<file path="config.mk">
export PLATFORM = sky130hd
export DESIGN_NAME = fejkon_pcie_mem_access
export DESIGN_NICKNAME = d
export VERILOG_FILES = /design/src/rtl/fejkon_pcie_pkg.sv /design/src/rtl/fejkon_mem_access_timer.sv /design/src/rtl/fejkon_pcie_mem_access.sv
export SDC_FILE = /design/constraint.sdc
export NUM_CORES = 1
export LEC_CHECK = 0
export ABC_AREA = 1
export CORE_AREA = 4 4 142 144
export CTS_CLUSTER_SIZE = 16
export DETAILED_ROUTE_END_ITERATION = 12
export DIE_AREA = 0 0 146 148
export GPL_TIMING_DRIVEN = 0
export PLACE_DENSITY = 0.68
export SETUP_SLACK_MARGIN = 0.05
export SYNTH_ARGS = -nofsm -noshare
export SYNTH_HDL_FRONTEND = slang
export SYNTH_SLANG_ARGS = --single-unit
</file>
<file path="constraint.sdc">
create_clock -name clk -period 1.3 [get_ports clk]
set_input_delay 0.13 -clock clk [delete_from_list [all_inputs] [get_ports clk]]
set_output_delay 0.13 -clock clk [all_outputs]
set_load 0.02 [all_outputs]
</file>
<file path="src/rtl/fejkon_pcie_pkg.sv">
// fejkon_pcie_pkg: request/response word layouts and FSM states shared by the PCIe TLP stage and the memory access master
package fejkon_pcie_pkg;

    typedef struct packed {
        logic [2:0]  rsvd;
        logic        is_write;
        logic [3:0]  be;
        logic [7:0]  tag;
        logic [15:0] req_id;
        logic [31:0] wdata;
        logic [63:0] addr;
    } mem_access_req_t;

    typedef struct packed {
        logic [59:0] zero;
        logic [3:0]  be;
        logic        err;
        logic [6:0]  lower_addr;
        logic [7:0]  tag;
        logic [15:0] req_id;
        logic [31:0] data;
    } mem_access_resp_t;

    typedef enum logic [1:0] {IDLE, ISSUE, WAIT_RD, RESP} mem_access_state_t;

    localparam logic [31:0] ERR_DATA = 32'hFFFF_FFFF;

endpackage

</file>
<file path="src/rtl/fejkon_mem_access_timer.sv">
// fejkon_mem_access_timer: loadable down-counter that flags expiry when it reaches zero
module fejkon_mem_access_timer #(
    parameter int WIDTH = 10
) (
    input  logic             clk,
    input  logic             reset_n,
    input  logic             load,
    input  logic [WIDTH-1:0] load_value,
    output logic             expired
);

    logic [WIDTH-1:0] count;

    assign expired = count == '0;

    // Load takes priority; otherwise count down and park at zero
    always_ff @(posedge clk or negedge reset_n) begin
        if (!reset_n)
            count <= '0;
        else
            count <= load ? load_value : expired ? count : count - 1'b1;
    end

endmodule

</file>
<file path="src/rtl/fejkon_pcie_mem_access.sv">
// fejkon_pcie_mem_access: single-dword Avalon-MM master for BAR0 accesses; optional read timeout under FEJKON_MEM_ACCESS_TIMEOUT_EN
module fejkon_pcie_mem_access #(
    parameter int ADDR_BITS      = 16,
    parameter int TIMEOUT_CYCLES = 1023
) (
    input  logic         clk,
    input  logic         reset_n,
    input  logic [127:0] mem_access_req_data,
    input  logic         mem_access_req_valid,
    output logic         mem_access_req_ready,
    output logic [127:0] mem_access_resp_data,
    output logic         mem_access_resp_valid,
    input  logic         mem_access_resp_ready,
    output logic [31:0]  avm_address,
    output logic         avm_read,
    output logic         avm_write,
    output logic [31:0]  avm_writedata,
    output logic [3:0]   avm_byteenable,
    input  logic         avm_waitrequest,
    input  logic [31:0]  avm_readdata,
    input  logic         avm_readdatavalid,
    input  logic [1:0]   avm_response
);

    import fejkon_pcie_pkg::*;

    mem_access_req_t   req;
    mem_access_resp_t  rsp;
    mem_access_state_t state, state_next;
    logic              acc, oor, timed_out;

    assign req                   = mem_access_req_t'(mem_access_req_data);
    assign acc                   = mem_access_req_valid && mem_access_req_ready;
    assign oor                   = (req.addr >> ADDR_BITS) != 64'd0;
    assign mem_access_resp_data  = rsp;
    assign mem_access_resp_valid = state == RESP;

`ifdef FEJKON_MEM_ACCESS_TIMEOUT_EN
    localparam int TW = $clog2(TIMEOUT_CYCLES + 1);

    logic expired;

    fejkon_mem_access_timer #(.WIDTH(TW)) u_timer (
        .clk        (clk),
        .reset_n    (reset_n),
        .load       (state == ISSUE && !avm_waitrequest && avm_read),
        .load_value (TW'(TIMEOUT_CYCLES - 1)),
        .expired    (expired)
    );

    assign timed_out = expired && state == WAIT_RD;
`else
    assign timed_out = 1'b0;
`endif

    // Next-state: out-of-range writes are dropped, out-of-range reads answer immediately
    always_comb begin
        state_next = state;
        case (state)
            IDLE:    if (acc) state_next = !oor ? ISSUE : req.is_write ? IDLE : RESP;
            ISSUE:   if (!avm_waitrequest) state_next = avm_write ? IDLE : WAIT_RD;
            WAIT_RD: if (avm_readdatavalid || timed_out) state_next = RESP;
            RESP:    if (mem_access_resp_ready) state_next = IDLE;
            default: state_next = IDLE;
        endcase
    end

    // State, registered bus strobes and the response word; the response starts as an error and a good read overwrites it
    always_ff @(posedge clk or negedge reset_n) begin
        if (!reset_n) begin
            state                <= IDLE;
            mem_access_req_ready <= 1'b0;
            avm_address          <= '0;
            avm_read             <= 1'b0;
            avm_write            <= 1'b0;
            avm_writedata        <= '0;
            avm_byteenable       <= '0;
            rsp                  <= '0;
        end else begin
            state                <= state_next;
            mem_access_req_ready <= state_next == IDLE;
            if (acc) begin
                avm_address    <= {req.addr[31:2], 2'b00};
                avm_writedata  <= req.wdata;
                avm_byteenable <= req.be;
                avm_read       <= !oor && !req.is_write;
                avm_write      <= !oor && req.is_write;
                rsp.be         <= req.be;
                rsp.err        <= 1'b1;
                rsp.lower_addr <= req.addr[6:0];
                rsp.tag        <= req.tag;
                rsp.req_id     <= req.req_id;
                rsp.data       <= ERR_DATA;
            end
            if (state == ISSUE && !avm_waitrequest) begin
                avm_read  <= 1'b0;
                avm_write <= 1'b0;
            end
            if (state == WAIT_RD && avm_readdatavalid) begin
                rsp.err  <= avm_response != 2'b00;
                rsp.data <= avm_response != 2'b00 ? ERR_DATA : avm_readdata;
            end
        end
    end

endmodule

</file>
After elaboration in Yosys (flattened, before gate mapping)
Cells that the tools add are included.

Flip-flop bits (word level): 135. Logic and storage cells: 45.

Equal/unequal tests: 3. Multiplexer cells: 16. Reductions and logical operators: 14.

Operators with widths (number): 32-bit two-way mux (2); 64-bit two-way mux (1); 64-bit nonzero test (1); 2-bit two-way mux (7); 2-bit case mux with 4 select lines (1); 2-bit nonzero test (3); 1-bit logical AND (5); 1-bit two-way mux (5); 2-bit == test (second input constant) (2); 2-bit zero test (2); 1-bit zero test (3); 2-bit by 1-bit == test with 1-bit output (second input constant) (1).

Longest topological paths before layout
Gate-level depths: netlist (run 1).

Depth after elaboration: 5. Mapped depth: 9.

Worst setup path after synthesis (run 1)
Ideal clock, no wire load.

Path kind: register to register. Start: reg mem_access_req_ready. End: reg rsp (netlist bit mem_access_resp_data[10]). Setup time: 0.121 ns. Arrival time: 1.121 ns. Required time: 1.179 ns. Slack: 0.058 ns. Cell stages (with the launch flop): 5. Buffers on the path: 1. Path through: dfrtp_1 nand2_1 nand2_1 buf_4 o22a_1.

Cells in the longest elaborated chain, start to end: 2.

Ends and longest elaborated chain: start: declaration (line fejkon_pcie_mem_access.sv:10) `output logic mem_access_req_ready,`; start signal: assignment (line fejkon_pcie_mem_access.sv:72) `mem_access_req_ready <= 1'b0;`; start signal: assignment (line fejkon_pcie_mem_access.sv:81) `mem_access_req_ready <= state_next == IDLE;`; 1-bit logical AND (line fejkon_pcie_mem_access.sv:33) `assign acc = mem_access_req_valid && mem_access_req_ready;`; 2-bit nonzero test (no line); end: declaration (line fejkon_pcie_mem_access.sv:28) `mem_access_resp_t rsp;`.

No other way between the ends. A chain may end at the register's enable or synchronous reset.

Worst setup path in the final report (run 1)
Start: reg state[0]. End: reg rsp (netlist bit mem_access_resp_data[22]).

Cells in the longest elaborated chain, start to end: 3.

Ends and longest elaborated chain: start: declaration (line fejkon_pcie_mem_access.sv:29) `mem_access_state_t state, state_next;`; start signal: assignment (line fejkon_pcie_mem_access.sv:80) `state <= state_next;`; 2-bit == test (*) (line fejkon_pcie_mem_access.sv:99) `if (state == WAIT_RD && avm_readdatavalid) begin`; 1-bit logical AND (*) (line fejkon_pcie_mem_access.sv:99); 32-bit two-way mux or 2-bit nonzero test (tied branches).

Every way passes the cells marked *; elsewhere a longest branch is shown, timed or not.

==> metrics.txt, run 1 <==
# TYPE chip_impl_metric gauge
chip_impl_info{name="status",value="complete, but fails checks"} 1
chip_impl_info{name="failing_checks",value="setup timing"} 1
chip_impl_metric{name="placement_rows",unit=""} 50
chip_impl_metric{name="h_tree_level_count",unit=""} 4
chip_impl_metric{name="setup_viols_final",unit=""} 33
chip_impl_info{name="crit_type",value="reg -> reg"} 1
chip_impl_metric{name="drc_errors",unit=""} 0
chip_impl_metric{name="period_share",unit="%"} 106.6
chip_impl_metric{name="worstPathArrival",unit="ps"} 1680
chip_impl_metric{name="dp.final_hpwl",unit="mm"} 14.18
chip_impl_metric{name="register_area_share_after_synthesis",unit="%"} 58.17
chip_impl_metric{name="grt_start_max_net_pins",unit=""} 67
chip_impl_info{name="timing.critical_path.from_type",value="flop"} 1
chip_impl_metric{name="clock-skew-final",unit="ps"} 4.951
chip_impl_info{name="holdCritPathClass",value="in -> reg"} 1
chip_impl_metric{name="drv_slew",unit=""} 0
chip_impl_metric{name="final_net_count",unit=""} 1182
chip_impl_metric{name="cellLeakagePower",unit="nW"} 4.857
chip_impl_metric{name="grt_overflow_total",unit=""} 0
chip_impl_metric{name="first_global_vias",unit=""} 5173
chip_impl_metric{name="vdd_ir_drop_max",unit="mV"} 1.255
chip_impl_metric{name="first_pass_iters",unit=""} 4
chip_impl_metric{name="pre_cts_ws",unit="ps"} -595.8
chip_impl_metric{name="ant_nets",unit=""} 0
chip_impl_info{name="setup_repair_after_global_routing_missed_its_margin",value="yes"} 1
chip_impl_metric{name="detail_route.iter0.violations",unit=""} 195
chip_impl_metric{name="synthesis.area_per_instance",unit="um2"} 9.109
chip_impl_metric{name="cp_num_cells",unit=""} 7
chip_impl_metric{name="drv_cap",unit=""} 0
chip_impl_metric{name="cts_num_sinks",unit=""} 130
chip_impl_metric{name="die_area",unit="um2"} 21610
chip_impl_info{name="tritoncts",value="done"} 1
chip_impl_info{name="synth_top_area_cell",value="dfrtp_1"} 1
chip_impl_metric{name="post_cts_clock_slew_at_the_launch_and_capture_registers_of_the_worst_setup_and_hold_paths",unit="ps"} 60
chip_impl_metric{name="cts_max_path_buffers",unit=""} 2
chip_impl_info{name="final_common_cell",value="nand2_1"} 1
chip_impl_metric{name="syn-instance-count",unit=""} 614
chip_impl_metric{name="drive_above_1_share",unit="%"} 26.68
chip_impl_metric{name="worst-slew-pin-transition",unit="ps"} 648.4
chip_impl_metric{name="largest_stage_delay_on_the_critical_path",unit="ps"} 390
chip_impl_metric{name="portBuffers",unit=""} 302
chip_impl_metric{name="grt_first_pass_wirelength",unit="mm"} 28.60
chip_impl_info{name="layout.cells.most_common_list",value="291 x nand2_1, 163 x clkdlybuf4s50_1, 129 x dfrtp_1, 89 x buf_4, 72 x clkbuf_2"} 1
chip_impl_metric{name="ioPinCount",unit=""} 368
chip_impl_metric{name="clock_insertion_delay_worst_skew",unit="ps"} 410
chip_impl_metric{name="hold_path_depth",unit=""} 3
chip_impl_info{name="category_of_cells_accounting_for_the_largest_share_of_critical_path_delay",value="buffers and inverters"} 1
chip_impl_metric{name="routed_via_density",unit=""} 4.107
chip_impl_metric{name="core-area",unit="um2"} 18710
chip_impl_metric{name="fp.dieW",unit="um"} 146
chip_impl_metric{name="setup-tns-final",unit="ps"} -1893
chip_impl_metric{name="post-route-worst-setup-slack",unit="ps"} -85.29
chip_impl_info{name="critPathSlowestCell",value="dfrtp_1"} 1
chip_impl_metric{name="initial_core_util",unit="%"} 29.90
chip_impl_metric{name="dieHeight",unit="um"} 148
chip_impl_metric{name="min_period",unit="ps"} 1385
chip_impl_metric{name="synth.cell_area",unit="um2"} 5593
chip_impl_metric{name="post_synth_num_cell_types",unit=""} 21
chip_impl_metric{name="ant_diodes",unit=""} 0
chip_impl_metric{name="critical_path_peak_fanout",unit=""} 9
chip_impl_metric{name="postSynthRegisterBits",unit=""} 130
chip_impl_metric{name="gp_weighted_congestion",unit=""} 0.7972
chip_impl_info{name="clock_root_buffer",value="clkbuf_16"} 1
chip_impl_info{name="cp_cell_sequence",value="buf_6, nor2_4, nand2_2, nor3_2, inv_2, buf_2, o22a_1"} 1
chip_impl_metric{name="grt_usage",unit="%"} 16.69
chip_impl_metric{name="postRouteWirelength",unit="mm"} 18.50
chip_impl_info{name="synth.top_cells.by_area",value="dfrtp_1 58%, nand2_1 20%, buf_4 9.9%"} 1
chip_impl_metric{name="holdWs",unit="ps"} 249.4
chip_impl_metric{name="top_cell_type_s_share_of_synthesized_area",unit="%"} 58.17
chip_impl_info{name="setup.worst_path.end_class",value="flop"} 1
chip_impl_metric{name="area_growth",unit="%"} 73.02
chip_impl_metric{name="achievable-frequency",unit="MHz"} 721.9
chip_impl_metric{name="ys_warn_count",unit=""} 60
chip_impl_metric{name="final_hold_viol_count",unit=""} 0
chip_impl_metric{name="antenna_found_initial",unit=""} 0
chip_impl_metric{name="critical_path_required",unit="ps"} 1600
chip_impl_metric{name="cts_inserted_buffers",unit=""} 17
chip_impl_metric{name="post_drt_wl_per_cell",unit="um"} 14.67
chip_impl_metric{name="finalCoreUtilization",unit="%"} 51.73
chip_impl_metric{name="ff2ff_path_depth",unit=""} 7
chip_impl_metric{name="num_vias",unit=""} 5179
chip_impl_metric{name="critical_path_buf_inv_count",unit=""} 3
chip_impl_metric{name="p_per_area",unit="nW/um2"} 2103
chip_impl_metric{name="max-slew-margin-rel",unit="%"} 56.78
[worst reg2reg max path: stages (launching register included)]
cell and delay (ps):
dfrtp_1 390, buf_6 120, nor2_4 100, nand2_2 70, nor3_2 130, inv_2 130
buf_2 180, o22a_1 160
[logic make-up (layout without fill, tap and decap cells)]
family	after synthesis	count (layout)	share of synthesized area, %
compound gates	35	35	5.347
buf+inv	104	456	12.71
flops	130	130	58.17
other cells	1	62	0.06705
simple gates	344	344	23.71
[registers in the layout (all words and copies together) (netlist names)]
signal and flops:
mem_access_req_ready 1, mem_access_resp_data 67, avm_address 26, state 2, avm_write 1, avm_read 1
avm_writedata 32
[metrics by stage]
| step | cell area [um2] | std cells | total power [mW] |
|---|---|---|---|
| 6_report | 9677 | 1261 | 20.35 |
| 5_1_grt | 9677 | 1261 | 21.66 |
| 4_1_cts | 9876 | 1252 | 20.74 |
| 3_5_place_dp | 9166 | 1212 | 16.39 |
| 3_3_place_gp | 9138 | 1211 | 16.28 |
| 2_1_floorplan | 5822 | 675 | 11.35 |
[repair_timing]
item                                    in CTS  in global routing
buffers inserted                             5                  8
pin swaps                                    1                  1
gates resized for setup                    355                131
cloned                                       2                  1
endpoints found under the setup margin     266                220
endpoints found under the hold margin       65                  0
hold buffers                                 1                  0
[area by class of cell]
class	count	area (um2)
multi-input cells	441	1894
flip-flops and latches	130	3254
fillers	1763	9029
plain buffers	97	778.2
repair buffers	320	2844
well taps	234	292.8
clock inverters	14	155.1
inverters	7	28.78
clock buffers	18	429.2
[final timing paths]
kind	start	to	slack [ps]
min in group asynchronous	reset_n	mem_access_resp_data[67]$_DFFE_PN0P_	280
max in group asynchronous	reset_n	mem_access_resp_data[4]$_DFFE_PN0P_	270
worst min-delay path	mem_access_req_data[112]	mem_access_resp_data[48]$_DFFE_PN0P_	250
worst max-delay path	state[0]$_DFF_PN0_	mem_access_resp_data[22]$_DFFE_PN0P_	-90
worst max register to register	state[0]$_DFF_PN0_	mem_access_resp_data[22]$_DFFE_PN0P_	-90
worst min register to register	avm_address[7]$_DFFE_PN0P_	avm_address[7]$_DFFE_PN0P_	480
[cell usage after synthesis (all sizes together)]
cell,number
nor2,36
o22a,32
nand3b,2
nor3,3
buf,93
conb,1
inv,7
nand3,5
clkbuf,4
dfrtp,130
nand2,295
nand4,2
o21ai,3
or2,1
[layer usage]
layer	routed length [um]	global-route usage (%)	up-vias
met1	7608	20.12	2366
li1	-	-	2599
met2	9193	28.26	203
met4	163	4.421	0
met3	1534	6.284	11
met5	0	0	-
[report_power, final]
part	switching [mW]	internal (mW)	leakage (nW)
Combinational	5.22	3.76	3.08
Clock	1.93	2.85	0.270
Sequential	0.933	5.65	1.51
Note: power is estimated with default switching activity, not from simulation.
==> inputs of run 2 (changes only) <==
Settings changed: GPL_TIMING_DRIVEN 0 to not set.
==> metrics.txt, run 2 (synthesized netlist as in run 1, its figures left out) <==
# TYPE chip_impl_metric gauge
chip_impl_metric{name="drv_cap",unit=""} 0
chip_impl_metric{name="drc_errors",unit=""} 0
chip_impl_metric{name="critical_path_required",unit="ps"} 1590
chip_impl_metric{name="p_per_area",unit="nW/um2"} 2229
chip_impl_metric{name="holdWs",unit="ps"} 59.78
chip_impl_info{name="setup_repair_after_global_routing_missed_its_margin",value="yes"} 1
chip_impl_metric{name="min_period",unit="ps"} 1323
chip_impl_metric{name="num_vias",unit=""} 4973
chip_impl_metric{name="area_growth",unit="%"} 66.64
chip_impl_metric{name="largest_register_ff_count",unit=""} 67
chip_impl_metric{name="grt_first_pass_wirelength",unit="mm"} 27.34
chip_impl_info{name="crit_path_frequent_cell",value="inv_2"} 1
chip_impl_metric{name="postRouteWirelength",unit="mm"} 17.52
chip_impl_info{name="critPathSlowestCell",value="dfrtp_1"} 1
chip_impl_metric{name="clock-skew-final",unit="ps"} 7.277
chip_impl_metric{name="placement_rows",unit=""} 50
chip_impl_metric{name="gp_weighted_congestion",unit=""} 0.7901
chip_impl_metric{name="post_cts_clock_slew_at_the_launch_and_capture_registers_of_the_worst_setup_and_hold_paths",unit="ps"} 60
chip_impl_info{name="setup.worst_path.end_class",value="flop"} 1
chip_impl_metric{name="grt_usage",unit="%"} 15.96
chip_impl_metric{name="achievable-frequency",unit="MHz"} 756.1
chip_impl_metric{name="ioPinCount",unit=""} 368
chip_impl_metric{name="final_design_area_no_fill",unit="um2"} 9320
chip_impl_metric{name="critical_path_peak_fanout",unit=""} 19
chip_impl_info{name="tritoncts",value="done"} 1
chip_impl_metric{name="post-route-worst-setup-slack",unit="ps"} -22.63
chip_impl_metric{name="vdd_ir_drop_max",unit="mV"} 1.600
chip_impl_info{name="cp_cell_sequence",value="inv_2, nor2_4, nand2_4, nor3_4, inv_2, buf_12, o22a_2"} 1
chip_impl_metric{name="die_area",unit="um2"} 21610
chip_impl_metric{name="final_net_count",unit=""} 1105
chip_impl_metric{name="drv_slew",unit=""} 0
chip_impl_metric{name="ant_nets",unit=""} 0
chip_impl_metric{name="grt_overflow_total",unit=""} 0
chip_impl_metric{name="power",unit="mW"} 20.78
chip_impl_metric{name="worstPathArrival",unit="ps"} 1610
chip_impl_metric{name="dp.final_hpwl",unit="mm"} 13.32
chip_impl_metric{name="setup-tns-final",unit="ps"} -52.19
chip_impl_metric{name="drive_above_1_share",unit="%"} 22.84
chip_impl_info{name="holdCritPathClass",value="in -> async"} 1
chip_impl_metric{name="setup_viols_final",unit=""} 5
chip_impl_metric{name="largest_stage_delay_on_the_critical_path",unit="ps"} 360
chip_impl_info{name="crit_type",value="reg -> reg"} 1
chip_impl_metric{name="period_share",unit="%"} 101.7
chip_impl_info{name="layout.cells.most_common_list",value="292 x nand2_1, 163 x clkdlybuf4s50_1, 130 x dfrtp_1, 62 x conb_1, 60 x clkbuf_2"} 1
chip_impl_metric{name="finalCoreUtilization",unit="%"} 49.83
chip_impl_metric{name="antenna_found_initial",unit=""} 0
chip_impl_metric{name="fp.dieW",unit="um"} 146
chip_impl_metric{name="h_tree_level_count",unit=""} 4
chip_impl_info{name="failing_checks",value="setup timing"} 1
chip_impl_metric{name="pre_cts_ws",unit="ps"} -448.1
chip_impl_info{name="final_common_cell",value="nand2_1"} 1
chip_impl_metric{name="cellLeakagePower",unit="nW"} 4.536
chip_impl_metric{name="first_global_vias",unit=""} 5108
chip_impl_metric{name="core-area",unit="um2"} 18710
chip_impl_metric{name="grt_start_max_net_pins",unit=""} 69
chip_impl_metric{name="post_drt_wl_per_cell",unit="um"} 14.80
chip_impl_metric{name="cts_num_sinks",unit=""} 130
chip_impl_metric{name="clock_insertion_delay_worst_skew",unit="ps"} 410
chip_impl_metric{name="portBuffers",unit=""} 302
chip_impl_info{name="clock_root_buffer",value="clkbuf_16"} 1
chip_impl_metric{name="cts_inserted_buffers",unit=""} 17
chip_impl_metric{name="placedInstanceArea",unit="um2"} 8853
chip_impl_metric{name="dpl.cell_count",unit=""} 1149
chip_impl_metric{name="dieHeight",unit="um"} 148
chip_impl_metric{name="routed_via_density",unit=""} 4.200
chip_impl_metric{name="cts_max_path_buffers",unit=""} 2
chip_impl_info{name="timing.critical_path.from_type",value="flop"} 1
chip_impl_metric{name="detail_route.iter0.violations",unit=""} 173
chip_impl_metric{name="first_pass_iters",unit=""} 7
chip_impl_metric{name="ant_diodes",unit=""} 0
chip_impl_metric{name="num-fill-cells",unit=""} 1739
chip_impl_metric{name="initial_core_util",unit="%"} 29.90
chip_impl_metric{name="final_hold_viol_count",unit=""} 0
chip_impl_info{name="status",value="complete, but fails checks"} 1
chip_impl_metric{name="layout.cells.non_filler",unit=""} 1184
==> run 2: timing repair <==
item | in CTS | in global routing
gates resized for setup | 353 | 82
setup endpoints to repair | 175 | 112
hold buffers | 1 | 0
buffers inserted | 2 | 0
pin swaps | 2 | 3
endpoints found under the hold margin | 130 | 0
==> run 2: path summary, 6_finish.rpt <==
check,start,to,slack (ps),cells after the start
min in group clk,mem_access_req_data[116],mem_access_resp_data[52]$_DFFE_PN0P_,250,3
max,state[1]$_DFF_PN0_,mem_access_resp_data[0]$_DFFE_PN0P_,-20,7
max in group asynchronous,reset_n,mem_access_resp_data[14]$_DFFE_PN0P_,660,3
min,reset_n,avm_writedata[4]$_DFFE_PN0P_,60,2
max reg2reg,state[1]$_DFF_PN0_,mem_access_resp_data[0]$_DFFE_PN0P_,-20,7
min reg2reg,avm_address[20]$_DFFE_PN0P_,avm_address[20]$_DFFE_PN0P_,470,2
==> run 2: cell type report <==
type / instances / area [um2] / share of cell area (%)
clock buffers: 20 / 446.7 / 4.793
clock inverters: 12 / 229.0 / 2.457
inverters: 7 / 28.78 / 0.3088
multi-input cells: 441 / 1922 / 20.62
flip-flops and latches: 130 / 3253 / 34.90
well taps: 234 / 292.8 / 3.141
repair buffers: 340 / 3148 / 33.78
==> run 2: critical path, delay by kind of cell (launching register included) <==
kind            cells  cell delay [ps]
compound gates      1              190
buf+inv             3              310
flops               1              360
simple gates        3              350
==> run 2: power breakdown <==
group / switching, mW / internal, mW / total (mW)
Combinational: 5.17 / 3.56 / 8.73
Clock: 1.81 / 3.67 / 5.47
Sequential: 0.919 / 5.65 / 6.57
==> run 2: metal layers <==
metal	global-route usage [%]	part of all wire, %	vias up
li1	-	-	2437
met1	18.70	41	2307
met2	27.15	50	217
met3	6.622	8.8	12
met4	4.374	0.96	0
met5	0	0	-
